[src/rtl/ssd_scan_controller.sv]
// Iterative double-dabble to a 4-digit common-anode seven-segment scanner.
// Optional LEADING_ZERO_BLANK_EN blanks leading zero digits (ones always shown).
module ssd_scan_controller #(
  parameter int REFRESH_DIV = 100000,
  parameter int MAX_VALUE   = 9999
) (
  input  logic        clk,
  input  logic        rst_n,
  input  logic [13:0] value,
  input  logic        load,
  output logic        busy,
  output logic        done,
  output logic        ovf,
  output logic [15:0] bcd,
  output logic [3:0]  an,
  output logic [6:0]  seg,
  output logic        dp
);

  localparam int CW = (REFRESH_DIV > 2) ? $clog2(REFRESH_DIV) : 1;
  localparam logic [13:0] MAXV = 14'(MAX_VALUE);
  localparam logic [CW-1:0] RLAST = CW'(REFRESH_DIV - 1);

  typedef enum logic [1:0] {
    IDLE,
    CONV,
    LATCH
  } state_t;

  state_t state, state_nx;

  logic [29:0]   sr;
  logic [29:0]   sr_adj;
  logic [3:0]    cnt;
  logic [13:0]   vsat;
  logic [CW-1:0] rcnt;
  logic [1:0]    idx;
  logic [3:0]    an_nx;
  logic [3:0]    nib;
  logic [6:0]    seg_nx;
  logic          blank;

  assign dp   = 1'b1;
  assign vsat = (value > MAXV) ? MAXV : value;

  always_ff @(posedge clk or negedge rst_n) begin
    if (!rst_n) state <= IDLE;
    else        state <= state_nx;
  end

  always_comb begin
    state_nx = state;
    unique case (state)
      IDLE:    if (load) state_nx = CONV;
      CONV:    if (cnt == 4'd13) state_nx = LATCH;
      LATCH:   state_nx = IDLE;
      default: state_nx = IDLE;
    endcase
  end

  // add-3 on every BCD nibble >= 5 before the shift
  always_comb begin
    sr_adj = sr;
    for (int i = 0; i < 4; i++) begin
      if (sr[14+4*i +: 4] >= 4'd5)
        sr_adj[14+4*i +: 4] = sr[14+4*i +: 4] + 4'd3;
    end
  end

  always_ff @(posedge clk or negedge rst_n) begin
    if (!rst_n) begin
      sr   <= '0;
      cnt  <= '0;
      busy <= 1'b0;
      done <= 1'b0;
      ovf  <= 1'b0;
      bcd  <= 16'h0000;
    end else begin
      done <= (state == LATCH);
      unique case (state)
        IDLE: begin
          if (load) begin
            sr   <= {16'h0000, vsat};
            ovf  <= (value > MAXV);
            cnt  <= '0;
            busy <= 1'b1;
          end
        end
        CONV: begin
          sr  <= {sr_adj[28:0], 1'b0};
          cnt <= cnt + 4'd1;
        end
        LATCH: begin
          bcd  <= sr[29:14];
          busy <= 1'b0;
        end
        default: busy <= 1'b0;
      endcase
    end
  end

  always_ff @(posedge clk or negedge rst_n) begin
    if (!rst_n) begin
      rcnt <= '0;
      idx  <= 2'd0;
    end else if (rcnt == RLAST) begin
      rcnt <= '0;
      idx  <= idx + 2'd1;
    end else begin
      rcnt <= rcnt + 1'b1;
    end
  end

  always_comb begin
    an_nx = 4'b1110;
    nib   = bcd[3:0];
    blank = 1'b0;
    unique case (idx)
      2'd0: begin
        an_nx = 4'b1110;
        nib   = bcd[3:0];
      end
      2'd1: begin
        an_nx = 4'b1101;
        nib   = bcd[7:4];
`ifdef LEADING_ZERO_BLANK_EN
        blank = (bcd[15:4] == 12'h000);
`endif
      end
      2'd2: begin
        an_nx = 4'b1011;
        nib   = bcd[11:8];
`ifdef LEADING_ZERO_BLANK_EN
        blank = (bcd[15:8] == 8'h00);
`endif
      end
      2'd3: begin
        an_nx = 4'b0111;
        nib   = bcd[15:12];
`ifdef LEADING_ZERO_BLANK_EN
        blank = (bcd[15:12] == 4'h0);
`endif
      end
      default: an_nx = 4'b1111;
    endcase
  end

  always_comb begin
    seg_nx = 7'b1111111;
    unique case (nib)
      4'd0:    seg_nx = 7'b1000000;
      4'd1:    seg_nx = 7'b1111001;
      4'd2:    seg_nx = 7'b0100100;
      4'd3:    seg_nx = 7'b0110000;
      4'd4:    seg_nx = 7'b0011001;
      4'd5:    seg_nx = 7'b0010010;
      4'd6:    seg_nx = 7'b0000010;
      4'd7:    seg_nx = 7'b1111000;
      4'd8:    seg_nx = 7'b0000000;
      4'd9:    seg_nx = 7'b0010000;
      default: seg_nx = 7'b1111111;
    endcase
    if (blank) seg_nx = 7'b1111111;
  end

  always_ff @(posedge clk or negedge rst_n) begin
    if (!rst_n) begin
      an  <= 4'b1111;
      seg <= 7'b1111111;
    end else begin
      an  <= an_nx;
      seg <= seg_nx;
    end
  end

endmodule
[config.mk]
export PLATFORM = sky130hd
export DESIGN_NAME = ssd_scan_controller
export DESIGN_NICKNAME = d
export VERILOG_FILES = /design/src/rtl/ssd_scan_controller.sv
export SDC_FILE = /design/constraint.sdc
export NUM_CORES = 1
export LEC_CHECK = 0
export BUFFER_PORTS_ARGS = -buffer_cell sky130_fd_sc_hd__buf_4
export CORE_UTILIZATION = 36
export CTS_CLUSTER_DIAMETER = 50
export DETAILED_ROUTE_END_ITERATION = 16
export GPL_ROUTABILITY_DRIVEN = 0
export GPL_TIMING_DRIVEN = 0
export PLACE_DENSITY = 0.64
export REMOVE_ABC_BUFFERS = 1
export SKIP_CTS_REPAIR_TIMING = 1
export SLEW_MARGIN = 20
export SYNTH_ARGS = -nofsm -noshare
export SYNTH_HDL_FRONTEND = slang
export SYNTH_SLANG_ARGS = --single-unit
[constraint.sdc]
create_clock -name clk -period 2.3 [get_ports clk]
set_clock_uncertainty 0.2 [all_clocks]
set_input_delay 0.46 -clock clk [delete_from_list [all_inputs] [get_ports clk]]
set_output_delay 0.46 -clock clk [all_outputs]
set_load 0.02 [all_outputs]
## Word level (Yosys, flattened, before mapping)

Memories as Yosys holds them, arrays and structs flattened. A register that Yosys moved wholly into a read port is not among the register bits.
Index checks and enable logic that the tools add are counted.

- Bits in registers: 78
- ROM bits: 112
- Memories: 1

Memory list:

| name | depth | bits a word | rd ports | clocked after Yosys merged registers in | wr ports | RTL line | RTL |
|---|---|---|---|---|---|---|---|
| (no name shown) | 16 | 7 | 1 | 1 | 0 | 150 | `unique case (nib)` |

- $add $sub $neg: 7
- Magnitude comparators: 5
- Equality and inequality tests: 9
- Multiplexer cells: 17
- Bitwise logic cells: 1
- Reductions and logical operators: 8

Operators with widths:

| kind | number |
|---|---|
| 30-bit one-hot mux with 2 select lines | 1 |
| 4-bit one-hot mux with 4 select lines | 2 |
| 30-bit 2-to-1 mux | 1 |
| 17-bit by 1-bit adder with 17-bit output (second input constant) | 1 |
| 17-bit == test (second input constant) | 1 |
| 17-bit 2-to-1 mux | 1 |
| 4-bit by 3-bit greater-or-equal comparator with 1-bit output (second input constant) | 4 |
| 4-bit 2-to-1 mux | 4 |
| 14-bit > comparator (second input constant) | 1 |
| 14-bit 2-to-1 mux | 1 |
| 4-bit by 2-bit adder with 4-bit output (second input constant) | 3 |
| 4-bit one-hot mux with 2 select lines | 1 |
| 2-bit AND reduction | 4 |
| 2-bit == test (second input constant) | 3 |
| 4-bit by 1-bit adder with 4-bit output (second input constant) | 1 |
| 2-bit by 1-bit == test with 1-bit output (second input constant) | 2 |
| 4-bit == test (second input constant) | 1 |
| 2-bit zero test | 2 |
| 2-bit 2-to-1 mux | 2 |
| 2-bit inequality test (second input constant) | 2 |
| 2-bit one-hot mux with 2 select lines | 1 |
| 3-bit by 2-bit adder with 3-bit output (second input constant) | 1 |
| 3-bit 2-to-1 mux | 1 |
| 2-bit by 1-bit adder with 2-bit output (second input constant) | 1 |
| 5 further kinds | 5 |

## Logic depth before layout (Yosys ltp)

- Word-level depth: 4
- Gate-level depth with buffers: 8
- Depth with buffers taken out: 8

## Least setup slack after synthesis

OpenSTA, ideal clock, no wires.

- Kind: register to register
- From: reg rcnt[0]
- To: reg rcnt[16]
- Arrival time: 1.649 ns
- Data required time: 2.023 ns
- Slack: 0.374 ns
- Stages on the path, launching flop included: 6
- Cell sequence: dfrtp_1 ha_1 nand4_1 or2_1 or4_1 a21oi_1

- Cells in the longest elaborated chain, start to end: 2
- Elaborated cells between the ends (all ways): 3
- Those cells by class: 1 x add/sub; 1 x eq/ne; 1 x mux

Ends and longest elaborated chain:

| element | RTL line | RTL |
|---|---|---|
| start: declaration | 36 | `logic [CW-1:0] rcnt;` |
| start signal: assignment | 110 | `rcnt <= rcnt + 1'b1;` |
| 17-bit by 1-bit adder with 17-bit output / 17-bit == test (equally long branches) | 110, 106 |  |
| 17-bit 2-to-1 mux * | 106 | `end else if (rcnt == RLAST) begin` |

Mark *: on every way between the ends. The rest lies on a longest branch, timed or not.
A chain may end at the register's enable or synchronous reset.

## Worst setup path after layout

- From: reg idx[1]
- To: reg seg[2]

- Cells in the longest elaborated chain, start to end: 2
- Elaborated cells between the ends (all ways): 5
- Those cells by class: 3 x eq/ne; 1 x mux; 1 x reduce/logical

Ends and longest elaborated chain:

| element | RTL line | RTL |
|---|---|---|
| start: declaration | 37 | `logic [1:0] idx;` |
| start signal: assignment | 108 | `idx <= idx + 2'd1;` |
| 2-bit == test, or another cell as far along | 118 | `unique case (idx)` |
| 4-bit one-hot mux with 4 select lines * | 118 |  |
| end: declaration | 16 | `output logic [6:0] seg,` |

Marked as above.

==> results_dict.tcl <==
set metrics [dict create \
    status "finished, violations left" \
    violations "negative hold slack" \
    firstDrtPassIters 6 \
    start_util_pct 37.8 \
    yosys.area.top_type "dfrtp_1" \
    port_buffers 46 \
    die-area_mm2 0.0114 \
    period_minus_slack_ns 2.18 \
    p_leak_nw 2.18 \
    htreeDepth 3 \
    instances_no_fill 551 \
    period_share_pct 94.6 \
    yosysUniqueCellTypes 47 \
    hold_path.class "primary input to async pin" \
    design_area_mm2 0.00466 \
    preCtsSetupSlack_ns -0.270 \
    synth-edff-count 0 \
    startpoint_type "register" \
    final_nets 445 \
    synthTopCellsByArea "dfrtp_1 47%, dfstp_2 7.3%, ha_1 5.7%, mux2_2 3.7%, o21ai_0 3.5%" \
    die_y_um 107 \
    p_per_area_mw_per_mm2 1120 \
    total_power_mw 5.24 \
    antenna_found_initial 0 \
    relSlewSlack_pct 36.0 \
    grt_usage_pct 14.7 \
    synth_cells 362 \
    ys_ff_latch 85 \
    ys_warn_count 0 \
    cts_tree "yes" \
    finalSetupViolations 0 \
    synthMostInstantiatedCell "dfrtp_1" \
    die_w_um 107 \
    maxCapViolations 0 \
    worstSkewPairLatency_ns 0.35 \
    peakVddDrop_uv 547 \
    drc 0 \
    avgSynthCellArea_um2 11.0 \
    fmax_mhz 460 \
    cp_slowest_stage_delay_ns 0.46 \
    tightest_slew_ns 0.960 \
    synth_common_cells "74 x dfrtp_1, 28 x nand2_1, 28 x o21ai_0" \
    path_max_fanout 6 \
    layout_setup_ws_ns 0.124 \
    grt_overflow 0 \
    coreArea_mm2 0.0105 \
    yosysSeqAreaShare_pct 53.9 \
    crit_chain "inv_1 -> ha_1 -> a222oi_1 -> a21oi_2 -> inv_1 -> ha_1 -> a21oi_1 -> a21oi_1" \
    num_rows 37 \
    ys.flop_type "dfrtp_1" \
    fillers 1018 \
    synth_area_mm2 0.00397 \
    routed_via_density 5.18 \
    final_layout_size_suffix_gt1_share_pct 25.1 \
    syn_to_final_growth_pct 17.4 \
    crit_path_top_delay_cell "a222oi_1" \
    avgRoutedWirePerCell_um 14.4 \
    num_vias 2852 \
    dp_cells 533 \
    dp_hpwl_um 5310 \
    ant_nets 0 \
    critPathRequiredTime_ns 2.39 \
    n_antenna_cell 0 \
    drt_iter0_markers 148 \
    grt_max_degree 86 \
    fin_tns_setup_ns 0 \
    whs_ns -0.0639 \
    grt_first_pass_wirelength_um 13100 \
    pin_count 48 \
    placed_cell_area_mm2 0.00445 \
    cts_buffers 9 \
    cts_root_buf "clkbuf_8" \
    end_kind "register" \
    finalHoldViolCount 46 \
    path_clk_slew_ns 0.09 \
    final-max-slew-violation-count 0 \
    crit_type "register to register" \
    totalWireLength_um 7910 \
    grt_pass1_vias 2739 \
    clockBufferDepth 2 \
    synthArstFlopShare_pct 100 \
    yosysTopAreaCellShare_pct 46.7 \
    cts.sinks 85 \
    cp.arrival_ns 2.26 \
]
==> cell usage in the layout, fill, tap and decap left out, drive strengths merged, types with 4 or more instances in the layout <==
| cell | n |
|---|---|
| a22o | 7 |
| dfstp | 11 |
| clkbuf | 9 |
| nand3 | 13 |
| mux2i | 6 |
| ha | 18 |
| xor2 | 9 |
| dfrtp | 74 |
| o31ai | 6 |
| nand2 | 28 |
| inv | 26 |
| o21ai | 28 |
| a32o | 4 |
| nand2b | 6 |
| a21oi | 21 |
| a222oi | 4 |
| xnor2 | 11 |
| o22ai | 11 |
| clkinv | 4 |
| a21o | 6 |
| buf | 49 |
| mux2 | 13 |
| nor2 | 19 |
==> where the power goes <==
group          total [mW]  leakage, nW  switching [mW]  internal [mW]
sequential           2.25         1.07           0.322           1.93
clock               0.946       0.0898           0.550          0.396
combinational        2.04         1.02            1.13          0.912
total                5.24         2.18            2.00           3.24
==> final cells by class <==
cell class,instances,area [µm²],share of cell area [%]
clock buffers,9,124,2.66
clock inverters,7,48.8,1.05
inverters,24,90.1,1.93
multi-input cells,241,1710,36.7
flip-flops and latches,85,2140,45.9
well taps,136,170,3.65
repair buffers,49,375,8.05
==> metrics by stage <==
step | utilization [%] | hold WS, ns
after global routing | 44.4 | 0.0131
after floorplan | - | -0.0356
final | 44.4 | -0.0639
after global placement | 42.2 | 0.264
after CTS | 44.0 | 0.0966
after detailed placement | 42.3 | 0.270
==> state kept, by name (all words and copies together), names as in the netlist <==
register,flops
an,4
bcd,16
busy,1
cnt,4
done,1
idx,2
ovf,1
rcnt,17
seg,7
sr,30
state,2
==> per-layer routing <==
| layer | GRT usage, % | wire, µm | vias to the layer above |
|---|---|---|---|
| met3 | 3.47 | 376 | 15 |
| met4 | 6.56 | 203 | 0 |
| li1 | - | - | 1378 |
| met1 | 19.2 | 3710 | 1384 |
| met5 | 0 | 0 | - |
| met2 | 23.2 | 3630 | 75 |
==> kinds of logic (layout without fill, tap and decap cells) <==
logic type	after synthesis	after routing	share of synthesized area, %
compound gates	94	94	15.3
simple gates	89	89	11.8
flops	85	85	53.9
buf+inv	36	89	3.59
xor+xnor	20	20	4.41
mux	19	19	5.20
fa+ha+maj	18	18	5.67
other cells	1	1	0.0945
==> critical path: cells and delay by family, from the launching register on <==
| kind | cells | cell delay (ns) |
|---|---|---|
| fa+ha+maj | 2 | 0.44 |
| flops | 1 | 0.40 |
| compound gates | 4 | 0.87 |
| buf+inv | 2 | 0.20 |
==> final timing paths <==
path / start / end / slack, ns / cells past startpoint
setup / recovery: idx[1] / seg[2] / 0.12 / 8
hold / removal: rst_n / rcnt[12] / -0.06 / 1
setup reg to reg: idx[1] / seg[2] / 0.12 / 8
hold reg to reg: sr[13] / sr[14] / 0.28 / 2
max in group asynchronous: rst_n / cnt[1] / 1.41 / 1
min in group clk: value[5] / sr[5] / 0.11 / 2
Note: power is estimated with default switching activity, not from simulation.
